==> src/rtl/mips_defs.sv <==
// Shared encodings for the MIPS multiply/divide unit: operation codes and
// controller state encoding.
package mips_defs;

  localparam logic [1:0] MD_MULT  = 2'b00;
  localparam logic [1:0] MD_MULTU = 2'b01;
  localparam logic [1:0] MD_DIV   = 2'b10;
  localparam logic [1:0] MD_DIVU  = 2'b11;

  localparam logic [1:0] ST_IDLE = 2'd0;
  localparam logic [1:0] ST_PREP = 2'd1;
  localparam logic [1:0] ST_RUN  = 2'd2;
  localparam logic [1:0] ST_FIX  = 2'd3;

  typedef enum logic [1:0] {
    S_IDLE = ST_IDLE,
    S_PREP = ST_PREP,
    S_RUN  = ST_RUN,
    S_FIX  = ST_FIX
  } md_state_e;

  function automatic logic op_is_signed(input logic [1:0] op);
    return (op == MD_MULT) || (op == MD_DIV);
  endfunction

  function automatic logic op_is_div(input logic [1:0] op);
    return (op == MD_DIV) || (op == MD_DIVU);
  endfunction

endpackage

==> src/rtl/mips_muldiv_datapath.sv <==
// Radix-2 multiply/divide datapath: operand capture, magnitude/sign prep,
// shift-add / restoring shift-subtract iteration and sign-corrected results.
module mips_muldiv_datapath
  import mips_defs::*;
#(
  parameter int WIDTH = 32
) (
  input  logic             clk,
  input  logic             rst,
  input  logic             latch_i,
  input  logic             prep_i,
  input  logic             step_i,
  input  logic [1:0]       op_i,
  input  logic [WIDTH-1:0] a_i,
  input  logic [WIDTH-1:0] b_i,
  output logic             last_o,
  output logic             dbz_o,
  output logic [WIDTH-1:0] res_hi_o,
  output logic [WIDTH-1:0] res_lo_o
);

  localparam int CW = $clog2(WIDTH);

  logic [1:0]       op_q;
  logic [WIDTH-1:0] a_q, b_q, mag_b_q, mq_q, acc_q;
  logic [WIDTH-1:0] mq_d, acc_d;
  logic             neg_q, neg_rem_q;
  logic [CW-1:0]    cnt_q;

  logic             is_signed, is_div, a_neg, b_neg, ge;
  logic [WIDTH-1:0] a_mag, b_mag, trial, quo, rem;
  logic [WIDTH:0]   add_sum, shifted;
  logic [2*WIDTH-1:0] prod, prod_s;

  assign is_signed = op_is_signed(op_q);
  assign is_div    = op_is_div(op_q);
  assign a_neg     = is_signed & a_q[WIDTH-1];
  assign b_neg     = is_signed & b_q[WIDTH-1];
  assign a_mag     = a_neg ? -a_q : a_q;
  assign b_mag     = b_neg ? -b_q : b_q;

  // Multiply keeps the multiplier in mq_q and shifts product bits in from the top;
  // divide shifts dividend bits out of mq_q into the remainder and quotient bits back in.
  assign add_sum = {1'b0, acc_q} + {1'b0, (mq_q[0] ? mag_b_q : '0)};
  assign shifted = {acc_q, mq_q[WIDTH-1]};
  assign ge      = shifted >= {1'b0, mag_b_q};
  assign trial   = shifted[WIDTH-1:0] - mag_b_q;

  always_comb begin
    acc_d = acc_q;
    mq_d  = mq_q;
    if (is_div) begin
      acc_d = ge ? trial : shifted[WIDTH-1:0];
      mq_d  = {mq_q[WIDTH-2:0], ge};
    end else begin
      acc_d = add_sum[WIDTH:1];
      mq_d  = {add_sum[0], mq_q[WIDTH-1:1]};
    end
  end

  always_ff @(posedge clk) begin
    if (rst) begin
      op_q      <= MD_MULT;
      a_q       <= '0;
      b_q       <= '0;
      mag_b_q   <= '0;
      mq_q      <= '0;
      acc_q     <= '0;
      neg_q     <= 1'b0;
      neg_rem_q <= 1'b0;
      cnt_q     <= '0;
    end else if (latch_i) begin
      op_q <= op_i;
      a_q  <= a_i;
      b_q  <= b_i;
    end else if (prep_i) begin
      mq_q      <= a_mag;
      mag_b_q   <= b_mag;
      acc_q     <= '0;
      neg_q     <= a_neg ^ b_neg;
      neg_rem_q <= a_neg;
      cnt_q     <= '0;
    end else if (step_i) begin
      acc_q <= acc_d;
      mq_q  <= mq_d;
      cnt_q <= cnt_q + 1'b1;
    end
  end

  assign last_o = (cnt_q == CW'(WIDTH - 1));

  // Most-negative / -1 needs no special case: the magnitude quotient 2^(W-1) negates to itself.
  assign prod   = {acc_q, mq_q};
  assign prod_s = neg_q ? -prod : prod;
  assign quo    = neg_q ? -mq_q : mq_q;
  assign rem    = neg_rem_q ? -acc_q : acc_q;
  assign dbz_o  = is_div && (b_q == '0);

  always_comb begin
    res_hi_o = prod_s[2*WIDTH-1:WIDTH];
    res_lo_o = prod_s[WIDTH-1:0];
    if (dbz_o) begin
      res_hi_o = a_q;
      res_lo_o = '1;
    end else if (is_div) begin
      res_hi_o = rem;
      res_lo_o = quo;
    end
  end

endmodule

==> src/rtl/mips_muldiv_unit.sv <==
// MIPS HI/LO multiply/divide unit: sequencing FSM, architectural HI/LO
// registers and mthi/mtlo write handling around the iterative datapath.
//
//   state | meaning
//   IDLE  | accept start or mthi/mtlo writes
//   PREP  | take operand magnitudes, record result signs, clear accumulator
//   RUN   | WIDTH radix-2 iterations
//   FIX   | sign-correct, write HI/LO, pulse done
module mips_muldiv_unit
  import mips_defs::*;
#(
  parameter int WIDTH = 32
) (
  input  logic             clk,
  input  logic             rst,
  input  logic             start,
  input  logic [1:0]       op,
  input  logic [WIDTH-1:0] operand_a,
  input  logic [WIDTH-1:0] operand_b,
  input  logic             signal_hi_write,
  input  logic             signal_lo_write,
  input  logic [WIDTH-1:0] write_data,
  output logic             busy,
  output logic             done,
  output logic             div_by_zero,
  output logic [WIDTH-1:0] hi,
  output logic [WIDTH-1:0] lo
);

  md_state_e        state_q;
  logic             busy_q, done_q, dbz_q;
  logic [WIDTH-1:0] hi_q, lo_q;
  logic             last, dbz;
  logic [WIDTH-1:0] res_hi, res_lo;
  logic             latch;

  assign latch = (state_q == S_IDLE) && start;

  mips_muldiv_datapath #(.WIDTH(WIDTH)) u_datapath (
    .clk      (clk),
    .rst      (rst),
    .latch_i  (latch),
    .prep_i   (state_q == S_PREP),
    .step_i   (state_q == S_RUN),
    .op_i     (op),
    .a_i      (operand_a),
    .b_i      (operand_b),
    .last_o   (last),
    .dbz_o    (dbz),
    .res_hi_o (res_hi),
    .res_lo_o (res_lo)
  );

  always_ff @(posedge clk) begin
    if (rst) begin
      state_q <= S_IDLE;
      busy_q  <= 1'b0;
      done_q  <= 1'b0;
      dbz_q   <= 1'b0;
      hi_q    <= '0;
      lo_q    <= '0;
    end else begin
      done_q <= 1'b0;
      dbz_q  <= 1'b0;
      case (state_q)
        S_IDLE: begin
          if (start) begin
            busy_q  <= 1'b1;
            state_q <= S_PREP;
          end else begin
            if (signal_hi_write) hi_q <= write_data;
            if (signal_lo_write) lo_q <= write_data;
          end
        end
        S_PREP: state_q <= S_RUN;
        S_RUN:  if (last) state_q <= S_FIX;
        S_FIX: begin
          hi_q    <= res_hi;
          lo_q    <= res_lo;
          done_q  <= 1'b1;
          dbz_q   <= dbz;
          busy_q  <= 1'b0;
          state_q <= S_IDLE;
        end
        default: state_q <= S_IDLE;
      endcase
    end
  end

  assign busy        = busy_q;
  assign done        = done_q;
  assign div_by_zero = dbz_q;
  assign hi          = hi_q;
  assign lo          = lo_q;

endmodule

==> config.mk <==
export PLATFORM = sky130hd
export DESIGN_NAME = mips_muldiv_unit
export DESIGN_NICKNAME = d
export VERILOG_FILES = /design/src/rtl/mips_defs.sv /design/src/rtl/mips_muldiv_datapath.sv /design/src/rtl/mips_muldiv_unit.sv
export SDC_FILE = /design/constraint.sdc
export NUM_CORES = 1
export LEC_CHECK = 0
export CORE_ASPECT_RATIO = 0.75
export CORE_MARGIN = 2
export CORE_UTILIZATION = 55
export DETAILED_ROUTE_END_ITERATION = 12
export PLACE_DENSITY = 0.88
export SLEW_MARGIN = 40
export SYNTH_ARGS = -nofsm -noshare
export SYNTH_HDL_FRONTEND = slang
export SYNTH_HIERARCHICAL = 1
export SYNTH_SLANG_ARGS = --single-unit
==> constraint.sdc <==
create_clock -name clk -period 9.2 [get_ports clk]
set_clock_uncertainty 0.15 [all_clocks]
set_input_delay 1.84 -clock clk [delete_from_list [all_inputs] [get_ports clk]]
set_output_delay 1.84 -clock clk [all_outputs]
set_load 0.02 [all_outputs]
==> impl_metrics.yaml <==
status:
  outcome: "completed"
floorplanning:
  die_x_um: 210
  die_h_um: 159
  start_util_pct: 56.0
  rows: 56
  core_sq_um: 31400
  dieArea_sq_um: 33400
  ioPinCount: 170
synth:
  yosysTopAreaCell: "dfxtp_1"
  yosysWarnings: 6
  yosys-top-cells-area: "dfxtp_1, mux2i_1, a21oi_1"
  synth.top_cell.area_share_pct: 27.1
  synthCells: 2188
  synth_seq_area_share_pct: 27.1
  yosys_most_used_dff: "dfxtp_1"
  ys_async_sr_fraction_pct: 0
  postSynthAreaPerCell_sq_um: 8.03
  syn_nets: 2368
  ys_types: 91
  ys_seq_elements: 238
  synth-edff-count: 0
  syn_area_sq_um: 17600
layout:
  antenna_cells: 0
  final_nets: 2422
  layout_commonest_cell: "nor2_1"
  syn2layout_area_growth_pct: 13.3
  layout-drive-gt1-share_pct: 6.91
  final_cell_mix: "nor2_1, dfxtp_1, a21oi_1, clkdlybuf4s50_1, nand2_1"
global_routing:
  grt_remaining_overflow: 0
  grt_pass1_vias: 15700
  gr-usage-met3_pct: 10.6
  antenna_found_initial: 0
  grt_first_pass_wirelength_mm: 89.8
  grt-busiest-layer: "met1"
  grtUsageMet1_pct: 50.3
  track_usage_pct: 33.6
  grt_max_degree: 94
  grtUsageMet2_pct: 47.0
clock_network:
  cts_resized: 0
  path_clk_slew_ns: 0.06
  post_cts_buffers: 0
  ctsHoldBuffers: 0
  clockBufferDepth: 3
  h-tree-depth: 1
  cts-buffers-inserted: 24
  cts_root_buf: "clkbuf_16"
  clk_latency_ns: 0.57
  cts_sinks: 238
  cts_tree: "built"
setup_path:
  crit_type: "reg -> reg"
  path_cells: "nor2_1 -> nand2_1 -> nor4_1 -> nand2b_1 -> nor3_1 -> nand2b_1 -> or4_2 -> buf_4 -> inv_1 -> nor2_1 -> a21oi_1 -> mux2i_1 -> a211oi_2"
  cp_top_family: "simple AND/OR/NAND/NOR gates"
  critical_path.endpoint_type: "flip-flop"
  slowest_stage: "or4_2"
  slowest_delay_ns: 0.80
  cp_data_required_time_ns: 9.50
  crit_buf_inv: 2
  setup.worst_path.start_class: "flip-flop"
  worstPathMaxFanout: 63
  arrival_ns: 4.90
detailed_routing:
  wl_per_cell_um: 22.0
  vias_per_cell: 6.53
  ant_nets: 0
  drcViolationCount: 0
  firstDrtPassIters: 6
  drt-total-wl_mm: 58.7
  num_vias: 17400
  drtIter0Drc: 2526
sta:
  finalSetupViolCount: 0
  finalSetupTns_ns: 0
  slew_violations: 0
  fin_hold_ws_ns: 0.329
  fin_crit_sh_pct: 49.9
  max_freq_mhz: 218
  timing.final.hold_violations: 0
  period_needed_ns: 4.60
  grt_setup_unrepaired: "no"
  slew_headroom_pct: 36.6
  worst_pin_slew_ns: 0.944
  layout_setup_ws_ns: 4.60
placed_design:
  pre_cts_ws_ns: 4.58
  dpl.hpwl_mm: 44.0
  gp_congestion: 0.988
  port_buffers: 169
power_and_ir_drop:
  power_density_nw_per_um2: 323
  ir_drop_mv: 0.194
  power.leakage_nw: 7.73
worst_hold_path:
  hp-class: "reg -> reg"
job:
  drv_cap: 0
## metal layers
metal / share of wire (%) / up-vias / wire, um
met4: 1.9 / 0 / 1110
met2: 40 / 1021 / 23400
met5: 0 / - / 0
met3: 14 / 101 / 8220
met1: 44 / 8240 / 25900
li1: - / 8049 / -
## synthesized netlist by cell type, drive strengths merged (21+ instances only)
| cell type | number |
|---|---|
| a211oi | 158 |
| a21o | 29 |
| a21oi | 226 |
| buf | 58 |
| clkbuf | 100 |
| dfxtp | 238 |
| ha | 75 |
| inv | 67 |
| mux2i | 143 |
| nand2 | 155 |
| nand2b | 21 |
| nand3 | 25 |
| nor2 | 267 |
| nor2b | 39 |
| nor3 | 35 |
| nor4 | 22 |
| o21ai | 98 |
| o31ai | 26 |
| xnor2 | 76 |
| xor2 | 87 |
## tightest hold or removal path: cells and delay by family, from the launching register on
family / cells / cell delay, ns
AOI/OAI and AO/OA: 1 / 0.05
DFF: 1 / 0.32
and+or+nand+nor: 1 / 0.06
## through the flow
stage / cell area [sq um] / util [%] / std cells / total power [mW]
final: 19900 / 63.4 / 2665 / 6.43
after global routing: 19900 / 63.4 / 2665 / 6.74
after CTS: 19900 / 63.4 / 2665 / 6.30
after detailed placement: 19100 / 60.9 / 2622 / 5.29
after global placement: 19100 / 60.9 / 2622 / 5.19
after floorplan: 17600 / - / 2188 / 4.28
## registers in the layout, summed over array words and instances, names as in the netlist
| signal | count |
|---|---|
| u_datapath/acc_q | 32 |
| lo | 32 |
| u_datapath/neg_q | 1 |
| busy | 1 |
| state_q | 2 |
| u_datapath/mag_b_q | 32 |
| u_datapath/mq_q | 32 |
| u_datapath/neg_rem_q | 1 |
| hi | 32 |
| u_datapath/cnt_q | 5 |
| div_by_zero | 1 |
| u_datapath/op_q | 2 |
| u_datapath/a_q | 32 |
| u_datapath/b_q | 32 |
| done | 1 |
## where the power goes
part	switching [mW]	internal (mW)	total (mW)
Combinational	2.38	1.43	3.80
Clock	0.438	0.548	0.986
Sequential	0.318	1.32	1.64
Total	3.13	3.29	6.43
## worst paths after layout
path | endpoint | slack, ns | start | depth (start not counted)
setup reg to reg | hi[16]$_SDFFE_PP0P_ | 4.60 | u_datapath/b_q[20]$_SDFFE_PP0P_ | 13
hold reg to reg | u_datapath/mag_b_q[0]$_SDFFE_PP0P_ | 0.33 | u_datapath/mag_b_q[0]$_SDFFE_PP0P_ | 2
setup / recovery | hi[16]$_SDFFE_PP0P_ | 4.60 | u_datapath/b_q[20]$_SDFFE_PP0P_ | 13
hold / removal | u_datapath/mag_b_q[0]$_SDFFE_PP0P_ | 0.33 | u_datapath/mag_b_q[0]$_SDFFE_PP0P_ | 2
## area by class of cell
| cell class | count | area [sq um] |
|---|---|---|
| Timing Repair Buffer | 188 | 1850 |
| Tap cell | 406 | 508 |
| Sequential cell | 238 | 4770 |
| Multi-Input combinational cell | 1723 | 11800 |
| Clock inverter | 7 | 93.8 |
| Clock buffer | 36 | 686 |
| Fill cell | 2601 | 11500 |
| Inverter | 67 | 251 |
## kinds of logic (layout without fill, tap and decap cells)
kind of cell	after synthesis	count (layout)	synth area share (%)
compound gates	679	679	26.9
buf+inv	227	298	6.29
xor+xnor	163	163	8.12
fa+ha+maj	77	77	5.57
mux	143	143	8.14
simple gates	661	661	17.9
flops	238	238	27.1
Power figures use the tool's default switching activity.
